[src/rtl/controle_multiciclo_if.sv]
// Control bus of the multi-cycle control unit.
// Purpose: bundles the opcode/memory-ready inputs and all control strobes,
//          the debug state and the retired-instruction count.
// Ports (signals):
//   CODOP      opcode from the instruction register (master -> slave)
//   MEMPRONTO  memory ready                          (master -> slave)
//   ESCCONDCP, ESCCP, FONTECP, ESCREG, LERMEM, ESCMEM, ESCIR, IOUD,
//   MEMPARAREG control strobes                       (slave -> master)
//   ESTADO     current state for debug               (slave -> master)
//   NINSTR     retired-instruction count             (slave -> master)
interface controle_multiciclo_if #(
    parameter int OPW  = 4,
    parameter int CNTW = 16
) ();
    logic [OPW-1:0]  CODOP;
    logic            MEMPRONTO;
    logic            ESCCONDCP;
    logic            ESCCP;
    logic [1:0]      FONTECP;
    logic            ESCREG;
    logic            LERMEM;
    logic            ESCMEM;
    logic            ESCIR;
    logic            IOUD;
    logic            MEMPARAREG;
    logic [2:0]      ESTADO;
    logic [CNTW-1:0] NINSTR;

    modport master (
        output CODOP, MEMPRONTO,
        input  ESCCONDCP, ESCCP, FONTECP, ESCREG, LERMEM, ESCMEM, ESCIR,
               IOUD, MEMPARAREG, ESTADO, NINSTR
    );

    modport slave (
        input  CODOP, MEMPRONTO,
        output ESCCONDCP, ESCCP, FONTECP, ESCREG, LERMEM, ESCMEM, ESCIR,
               IOUD, MEMPARAREG, ESTADO, NINSTR
    );
endinterface

[src/rtl/controle_multiciclo.sv]
// Multi-cycle control unit for the TP processor datapath.
// Purpose: sequences each instruction through fetch, decode, execute, memory
//          and write-back, waiting on the memory-ready handshake, and counts
//          retired instructions (saturating). A halt opcode parks the unit
//          until reset.
// Ports:
//   CLK  rising-edge clock
//   RST  asynchronous active-high reset
//   bus  control bus (slave side): CODOP/MEMPRONTO in, strobes, ESTADO and
//        NINSTR out
module controle_multiciclo #(
    parameter int             OPW     = 4,
    parameter int             CNTW    = 16,
    parameter logic [OPW-1:0] OP_LW   = 4'b1000,
    parameter logic [OPW-1:0] OP_SW   = 4'b1001,
    parameter logic [OPW-1:0] OP_J    = 4'b1011,
    parameter logic [OPW-1:0] OP_BEQ  = 4'b1100,
    parameter logic [OPW-1:0] OP_HALT = 4'b1110,
    parameter logic [OPW-1:0] OP_NOP  = 4'b1111
) (
    input  logic                  CLK,
    input  logic                  RST,
    controle_multiciclo_if.slave  bus
);

    typedef enum logic [2:0] {
        BUSCA   = 3'd0,
        DECOD   = 3'd1,
        EXEC    = 3'd2,
        MEM     = 3'd3,
        ESCRITA = 3'd4,
        PARADO  = 3'd5
    } estado_t;

    estado_t         state_q, state_d;
    logic [OPW-1:0]  opreg_q, opreg_d;
    logic [CNTW-1:0] ninstr_q, ninstr_d;
    logic            retire_s;

    logic            esccondcp_s;
    logic            esccp_s;
    logic [1:0]      fontecp_s;
    logic            escreg_s;
    logic            lermem_s;
    logic            escmem_s;
    logic            escir_s;
    logic            ioud_s;
    logic            memparareg_s;

    // State, latched opcode and retired counter registers
    always_ff @(posedge CLK or posedge RST) begin
        if (RST) begin
            state_q  <= BUSCA;
            opreg_q  <= {OPW{1'b0}};
            ninstr_q <= {CNTW{1'b0}};
        end else begin
            state_q  <= state_d;
            opreg_q  <= opreg_d;
            ninstr_q <= ninstr_d;
        end
    end

    // Next-state, opcode capture and strobe decode
    always_comb begin
        state_d      = state_q;
        opreg_d      = opreg_q;
        retire_s     = 1'b0;
        esccondcp_s  = 1'b0;
        esccp_s      = 1'b0;
        fontecp_s    = 2'b00;
        escreg_s     = 1'b0;
        lermem_s     = 1'b0;
        escmem_s     = 1'b0;
        escir_s      = 1'b0;
        ioud_s       = 1'b0;
        memparareg_s = 1'b0;
        case (state_q)
            BUSCA: begin
                lermem_s = 1'b1;
                // IR load and PC+1 happen together on the completing fetch
                escir_s  = bus.MEMPRONTO;
                esccp_s  = bus.MEMPRONTO;
                if (bus.MEMPRONTO) begin
                    state_d = DECOD;
                end else begin
                    state_d = BUSCA;
                end
            end
            DECOD: begin
                // Every exit from DECOD captures the opcode so later states
                // no longer depend on CODOP
                opreg_d = bus.CODOP;
                if (bus.CODOP == OP_NOP) begin
                    state_d  = BUSCA;
                    retire_s = 1'b1;
                end else if (bus.CODOP == OP_HALT) begin
                    state_d = PARADO;
                end else begin
                    state_d = EXEC;
                end
            end
            EXEC: begin
                if (opreg_q == OP_J) begin
                    esccp_s   = 1'b1;
                    fontecp_s = 2'b10;
                    state_d   = BUSCA;
                    retire_s  = 1'b1;
                end else if (opreg_q == OP_BEQ) begin
                    esccondcp_s = 1'b1;
                    fontecp_s   = 2'b01;
                    state_d     = BUSCA;
                    retire_s    = 1'b1;
                end else if ((opreg_q == OP_LW) || (opreg_q == OP_SW)) begin
                    state_d = MEM;
                end else begin
                    state_d = ESCRITA;
                end
            end
            MEM: begin
                ioud_s   = 1'b1;
                lermem_s = (opreg_q == OP_LW);
                escmem_s = (opreg_q == OP_SW);
                if (!bus.MEMPRONTO) begin
                    state_d = MEM;
                end else if (opreg_q == OP_LW) begin
                    state_d = ESCRITA;
                end else begin
                    state_d  = BUSCA;
                    retire_s = 1'b1;
                end
            end
            ESCRITA: begin
                escreg_s     = 1'b1;
                memparareg_s = (opreg_q == OP_LW);
                state_d      = BUSCA;
                retire_s     = 1'b1;
            end
            PARADO: begin
                state_d = PARADO;
            end
            default: begin
                // Unused encodings recover to fetch
                state_d = BUSCA;
            end
        endcase
    end

    // Saturating retired-instruction counter
    always_comb begin
        ninstr_d = ninstr_q;
        if (retire_s && (ninstr_q != {CNTW{1'b1}})) begin
            ninstr_d = ninstr_q + {{(CNTW-1){1'b0}}, 1'b1};
        end else begin
            ninstr_d = ninstr_q;
        end
    end

    // Strobes are masked during reset so no partial write survives
    assign bus.ESCCONDCP  = esccondcp_s  & ~RST;
    assign bus.ESCCP      = esccp_s      & ~RST;
    assign bus.FONTECP    = fontecp_s    & {2{~RST}};
    assign bus.ESCREG     = escreg_s     & ~RST;
    assign bus.LERMEM     = lermem_s     & ~RST;
    assign bus.ESCMEM     = escmem_s     & ~RST;
    assign bus.ESCIR      = escir_s      & ~RST;
    assign bus.IOUD       = ioud_s       & ~RST;
    assign bus.MEMPARAREG = memparareg_s & ~RST;
    assign bus.ESTADO     = state_q;
    assign bus.NINSTR     = ninstr_q;

endmodule

[src/flat_wrapper.sv]
// flat-port wrapper written by rule: the top's interface ports become plain ports
module controle_multiciclo_flat 
#(
    parameter int             OPW     = 4,
    parameter int             CNTW    = 16,
    parameter logic [OPW-1:0] OP_LW   = 4'b1000,
    parameter logic [OPW-1:0] OP_SW   = 4'b1001,
    parameter logic [OPW-1:0] OP_J    = 4'b1011,
    parameter logic [OPW-1:0] OP_BEQ  = 4'b1100,
    parameter logic [OPW-1:0] OP_HALT = 4'b1110,
    parameter logic [OPW-1:0] OP_NOP  = 4'b1111
)
  (CLK, RST, bus_CODOP, bus_MEMPRONTO, bus_ESCCONDCP, bus_ESCCP, bus_FONTECP, bus_ESCREG, bus_LERMEM, bus_ESCMEM, bus_ESCIR, bus_IOUD, bus_MEMPARAREG, bus_ESTADO, bus_NINSTR);
  controle_multiciclo_if #(.OPW(OPW), .CNTW(CNTW)) bus_i ();
  input  logic CLK;
  input  logic RST;
  input wire logic [$bits(bus_i.CODOP)-1:0] bus_CODOP;
  input wire logic [$bits(bus_i.MEMPRONTO)-1:0] bus_MEMPRONTO;
  output wire logic [$bits(bus_i.ESCCONDCP)-1:0] bus_ESCCONDCP;
  output wire logic [$bits(bus_i.ESCCP)-1:0] bus_ESCCP;
  output wire logic [$bits(bus_i.FONTECP)-1:0] bus_FONTECP;
  output wire logic [$bits(bus_i.ESCREG)-1:0] bus_ESCREG;
  output wire logic [$bits(bus_i.LERMEM)-1:0] bus_LERMEM;
  output wire logic [$bits(bus_i.ESCMEM)-1:0] bus_ESCMEM;
  output wire logic [$bits(bus_i.ESCIR)-1:0] bus_ESCIR;
  output wire logic [$bits(bus_i.IOUD)-1:0] bus_IOUD;
  output wire logic [$bits(bus_i.MEMPARAREG)-1:0] bus_MEMPARAREG;
  output wire logic [$bits(bus_i.ESTADO)-1:0] bus_ESTADO;
  output wire logic [$bits(bus_i.NINSTR)-1:0] bus_NINSTR;
  assign bus_i.CODOP = bus_CODOP;
  assign bus_i.MEMPRONTO = bus_MEMPRONTO;
  assign bus_ESCCONDCP = bus_i.ESCCONDCP;
  assign bus_ESCCP = bus_i.ESCCP;
  assign bus_FONTECP = bus_i.FONTECP;
  assign bus_ESCREG = bus_i.ESCREG;
  assign bus_LERMEM = bus_i.LERMEM;
  assign bus_ESCMEM = bus_i.ESCMEM;
  assign bus_ESCIR = bus_i.ESCIR;
  assign bus_IOUD = bus_i.IOUD;
  assign bus_MEMPARAREG = bus_i.MEMPARAREG;
  assign bus_ESTADO = bus_i.ESTADO;
  assign bus_NINSTR = bus_i.NINSTR;
  controle_multiciclo #(.OPW(OPW), .CNTW(CNTW), .OP_LW(OP_LW), .OP_SW(OP_SW), .OP_J(OP_J), .OP_BEQ(OP_BEQ), .OP_HALT(OP_HALT), .OP_NOP(OP_NOP)) u_core (.CLK(CLK), .RST(RST), .bus(bus_i));
endmodule
[config.mk]
export PLATFORM = sky130hd
export DESIGN_NAME = controle_multiciclo_flat
export DESIGN_NICKNAME = d
export VERILOG_FILES = /design/src/rtl/controle_multiciclo_if.sv /design/src/rtl/controle_multiciclo.sv /design/src/flat_wrapper.sv
export SDC_FILE = /design/constraint.sdc
export NUM_CORES = 1
export LEC_CHECK = 0
export ABC_CLOCK_PERIOD_IN_PS = 2250
export BUFFER_PORTS_ARGS = -buffer_cell sky130_fd_sc_hd__clkbuf_2
export CORE_ASPECT_RATIO = 1.1
export CORE_MARGIN = 5
export CORE_UTILIZATION = 40
export DETAILED_ROUTE_END_ITERATION = 12
export GPL_TIMING_DRIVEN = 0
export PLACE_DENSITY = 0.62
export REMOVE_ABC_BUFFERS = 1
export SYNTH_ARGS = -nofsm -noshare
export SYNTH_HDL_FRONTEND = slang
export SYNTH_SLANG_ARGS = --single-unit
[constraint.sdc]
create_clock -name CLK -period 2.25 [get_ports CLK]
set_input_delay 0.1125 -clock CLK [delete_from_list [all_inputs] [get_ports CLK]]
set_output_delay 0.1125 -clock CLK [all_outputs]
set_load 0.005 [all_outputs]
### After elaboration in Yosys (flattened, before gate mapping)

Index checks and enable logic that the tools add are counted.

| cells by class | value |
|---|---|
| reductions and logical operators | 3 |
| bitwise gates (word level) | 10 |
| eq/ne operators | 12 |
| $add $sub $neg | 1 |
| mux-type cells | 28 |

Operators with widths:

| cell | count |
|---|---|
| equality test 4 bit, second input constant | 6 |
| two-way mux 3 bit | 7 |
| adder 16 x 1 -> 16 bit, second input constant | 1 |
| != test 16 bit, second input constant | 1 |
| two-way mux 1 bit | 15 |
| one-hot mux 3 bit (5 select lines) | 1 |
| AND 1 bit | 8 |
| equality test 3 x 2 -> 1 bit, second input constant | 2 |
| equality test 3 bit, second input constant | 2 |
| two-way mux 2 bit | 2 |
| one-hot mux 1 bit (2 select lines) | 2 |
| one-hot mux 1 bit (4 select lines) | 1 |
| equality test 3 x 1 -> 1 bit, second input constant | 1 |
| zero test 3 bit | 1 |
| AND 2 bit | 1 |
| logical AND 1 bit | 1 |
| logical OR 1 bit | 1 |
| NOT 1 bit | 1 |

| storage, ports and cells | value |
|---|---|
| input bits | 7 |
| flip-flop bits (word level) | 23 |
| word-level logic and storage cells | 57 |
| output and inout port bits | 29 |

### Longest topological paths before layout

| logic depth | value |
|---|---|
| depth in word-level cells | 6 |
| depth in mapped cells | 7 |
| mapped depth without buffers | 6 |

### Worst setup path before layout

Ideal clock, no wire load.

| timing | value |
|---|---|
| path kind | register to register |
| start point | register u_core.ninstr_q[6] (netlist: u_core.bus.NINSTR[6]) |
| end point | register u_core.ninstr_q[1] (netlist: u_core.bus.NINSTR[1]) |
| slack | 0.560 ns |
| period minus slack after synthesis | 1.690 ns |
| required time | 2.125 ns |
| arrival time | 1.565 ns |
| cell stages (with the launch flop) | 6 |
| cell sequence | dfrtp_1 -> nand4_1 -> or2_1 -> or3_4 -> nand3_4 -> mux2_4 |

| on the way | value |
|---|---|
| word-level cells in the longest chain between the ends | 2 |

Ends and longest elaborated chain:

| element | RTL line | text |
|---|---|---|
| start: declaration | controle_multiciclo.sv:37 | `logic [CNTW-1:0] ninstr_q, ninstr_d;` |
| start signal: assignment | controle_multiciclo.sv:55 | `ninstr_q <= {CNTW{1'b0}};` |
| start signal: assignment | controle_multiciclo.sv:59 | `ninstr_q <= ninstr_d;` |
| != test 16 bit | controle_multiciclo.sv:151 | `if (retire_s && (ninstr_q != {CNTW{1'b1}})) begin` |
| logical AND 1 bit | controle_multiciclo.sv:151 |  |

No other way between the ends.
A chain may end at the register's enable or synchronous reset.

### Worst setup path in the final report

| timing | value |
|---|---|
| start point | register u_core.state_q[0] (netlist: u_core.bus.ESTADO[0]) |
| end point | register u_core.ninstr_q[1] (netlist: u_core.bus.NINSTR[1]) |

| on the way | value |
|---|---|
| word-level cells in the longest chain between the ends | 3 |
| elaborated cells on any way between the ends | 6 |

Ends and longest elaborated chain:

| element | RTL line | text |
|---|---|---|
| start: declaration | controle_multiciclo.sv:35 | `estado_t state_q, state_d;` |
| start signal: assignment | controle_multiciclo.sv:57 | `state_q <= state_d;` |
| equality test 3 bit, or another cell as far along | controle_multiciclo.sv:77 | `case (state_q)` |
| one-hot mux 1 bit (4 select lines) (*) | controle_multiciclo.sv:77 |  |
| logical AND 1 bit (*) | controle_multiciclo.sv:151 |  |

Every way passes the cells marked *; elsewhere a longest branch is shown, timed or not.

==> reports/results.txt <==
Status: finished with violations
Failing checks: hold timing
Max Slew Vio Count: 0
Arr. time, crit path: 2.26 ns
Gpl congestion: 0.817
Synth unique cells: 42
Synth Register Bits: 23
CTS tree: built
Initial antenna violation count: 0
Post-synthesis sequential area ratio: 42.2%
Starting Density: 41.3%
Top cells by count, synth: dfrtp_1 (23), xnor2_1 (14), nand4_1 (11), and3_1 (10), nand3_1 (8)
Detailed Route Iter0 Violations: 76
Post-placement cell count: 197
Setup Buffers After CTS: 0
Minimum clock period: 2.03 ns
Sum Neg Setup Slack: 0 ns
Worst path required time: 2.47 ns
CTS sink cnt: 23
Num CTS Buffers: 3
Largest net degree at the start of global routing: 25
Die height: 71.2 um
Post-route ant nets: 0
Clock skew: 0.00131 ns
Dominant delay contributor by cell family on the critical path: flip-flops
Root Driver: clkbuf_4
Gr ovfl total: 0
Number of synthesized flops with an enable pin: 0
Achievable Freq: 491 MHz
Met2 usage: 25.4%
CP Max Fanout: 17
Core footprint: 3300 sq um
H-tree Lvls: 1
Most numerous cell in the Yosys netlist: dfrtp_1
Final WL: 3010 um
Die ar.: 4680 sq um
Non-Filler Instances: 201
Residual DRC: 0
RSZ-0062 raised after global routing: false
Reg clk slew, reported paths: 0.12 ns
Critical path type: flip-flop to flip-flop
Layout area overhead: 16.3%
Hold WC Path Type: input pin to asynchronous set/reset pin
WL/cell: 15.0 um
Via count: 1153
Worst path cell trace: nor3b_4, a31oi_1, o211ai_4, nand3_4, mux2_4
1st-pass router iterations: 4
Global routing usage on met1: 17.3%
Largest cells by area after synthesis: dfrtp_1 (42%), xnor2_1 (9.0%), nand4_1 (5.0%)
Slew headroom: 40.3%
Top_reg_cell synth: dfrtp_1
Power per cell area: 982 nW/um^2
First-pass GRT wire length: 5340 um
Die width: 65.7 um
Peak VDD IR: 0.000359 V
Worst-Skew Late Latency: 0.32 ns
Buf+Inv Stages, Crit Path: 0
Detail Placement HPWL: 2260 um
Cell Area, Synth: 1360 sq um
Vias in the first global route: 1157
Worst-path cell with the longest stage delay: dfrtp_1
Ys Warns: 0
Filler Cells Inserted: 339
Layout cell share with drive strength beyond 1: 29.7%
Lkg Pwr: 0.736 nW
Met3 layer usage reported by global route: 2.04%
Row count: 22
IO buf count: 35
Asr flop ratio synth: 100%
Worst hold slack: -0.0386 ns
Area share of the largest cell type after synthesis: 42.2%
Number of I/O pins: 36
Global Route Usage Sum: 14.2%
Startpoint types: flip-flop
Grt peak-use layer: met2
Syn Inst Count: 132
Worst slew pin tran: 0.895 ns
Clock Path Buffers: 2
Final #Nets: 174
# diodes: 0
Endpoints failing hold: 23
Maxcap violations: 0
Final setup vio count: 0
Endpoint class of the critical path: flip-flop
Via-to-Cell Ratio: 5.74
Post-Syn Area per Cell: 10.3 sq um
Fin util: 48.0%
Top cell type by total area after synthesis: dfrtp_1
Slowest stage delay, CP: 0.61 ns
Final critical-path share of the clock period: 90.4%
-- worst paths after layout --
| check | start | to | slack, ns | cells after the start |
|---|---|---|---|---|
| max reg2reg | u_core.bus.ESTADO[0] | u_core.bus.NINSTR[1] | 0.22 | 5 |
| max | u_core.bus.ESTADO[0] | u_core.bus.NINSTR[1] | 0.22 | 5 |
| min | RST | u_core.bus.ESTADO[0] | -0.04 | 2 |
| min in group CLK | bus_CODOP[3] | u_core.opreg_q[3] | 0.02 | 2 |
| min reg2reg | u_core.bus.NINSTR[15] | u_core.bus.NINSTR[15] | 0.51 | 1 |
| max in group asynchronous | RST | u_core.bus.NINSTR[5] | 1.74 | 2 |
-- report_power, final --
group | leakage, nW | switching [W] | total [W] | internal [W]
sequential | 0.303 | 0.000166 | 0.000675 | 0.000509
clock | 0.0150 | 0.000128 | 0.000197 | 0.0000695
combinational | 0.418 | 0.000355 | 0.000686 | 0.000331
-- flip-flops by register name, summed over array words and instances, names as in the netlist --
name               flops
u_core.opreg_q         4
u_core.bus.NINSTR     16
u_core.bus.ESTADO      3
-- cells by family after synthesis --
| logic type | after synthesis | share of synthesized area [%] |
|---|---|---|
| xor+xnor | 14 | 8.99 |
| flops | 23 | 42.2 |
| buf+inv | 10 | 4.86 |
| simple gates | 61 | 28.6 |
| fa+ha+maj | 1 | 0.917 |
| mux | 6 | 5.14 |
| compound gates | 17 | 9.27 |
-- metrics by stage --
step	worst slack [ns]	power [W]	area [sq um]
6_report	0.215	0.00156	1590
5_1_grt	0.0316	0.00169	1590
2_1_floorplan	0.225	0.00110	1310
3_3_place_gp	-0.241	0.00129	1530
3_5_place_dp	-0.281	0.00132	1530
4_1_cts	0.0651	0.00155	1580
-- final cells by class --
| class | instances | area [sq um] | share of cell area (%) |
|---|---|---|---|
| clock buffers | 4 | 26.3 | 1.66 |
| inverters | 4 | 15.0 | 0.946 |
| multi-input cells | 99 | 749 | 47.2 |
| flip-flops and latches | 23 | 576 | 36.3 |
| well taps | 36 | 45.0 | 2.84 |
| repair buffers | 35 | 175 | 11.0 |
-- layer usage --
layer / wire length, um / vias to the layer above / share of wire (%)
met2: 1510 / 34 / 50
met1: 1290 / 563 / 43
li1: - / 551 / -
met4: 38 / 0 / 1.3
met5: 0 / - / 0
met3: 170 / 5 / 5.7
-- placed cells by master, fill, tap and decap left out, types with 2 or more instances in the layout --
master	Yosys	final
o21a_1	2	2
a31oi_1	4	4
mux2_1	4	4
clkbuf_4	0	3
nand2_1	4	4
nand4_1	11	11
a21oi_1	3	3
inv_2	2	2
nand3b_1	2	2
and2_1	3	3
dfrtp_1	23	23
nand3_1	8	8
xnor2_1	14	13
inv_1	2	2
and3_1	10	10
nor2_1	7	6
clkbuf_2	0	35
nor3_1	3	3
nor3b_4	1	2
or2_1	2	2
-- worst reg2reg max path, cell delays in order, from the launching register on --
cell and delay [ns]:
dfrtp_1 0.61, nor3b_4 0.40, a31oi_1 0.19, o211ai_4 0.26, nand3_4 0.15, mux2_4 0.32
-- timing repair --
action,4_1_cts,5_1_grt
gates resized for setup,2,2
endpoints found under the setup margin,8,5
hold buffers,0,0
pin swaps,0,0
Power figures use the tool's default switching activity.
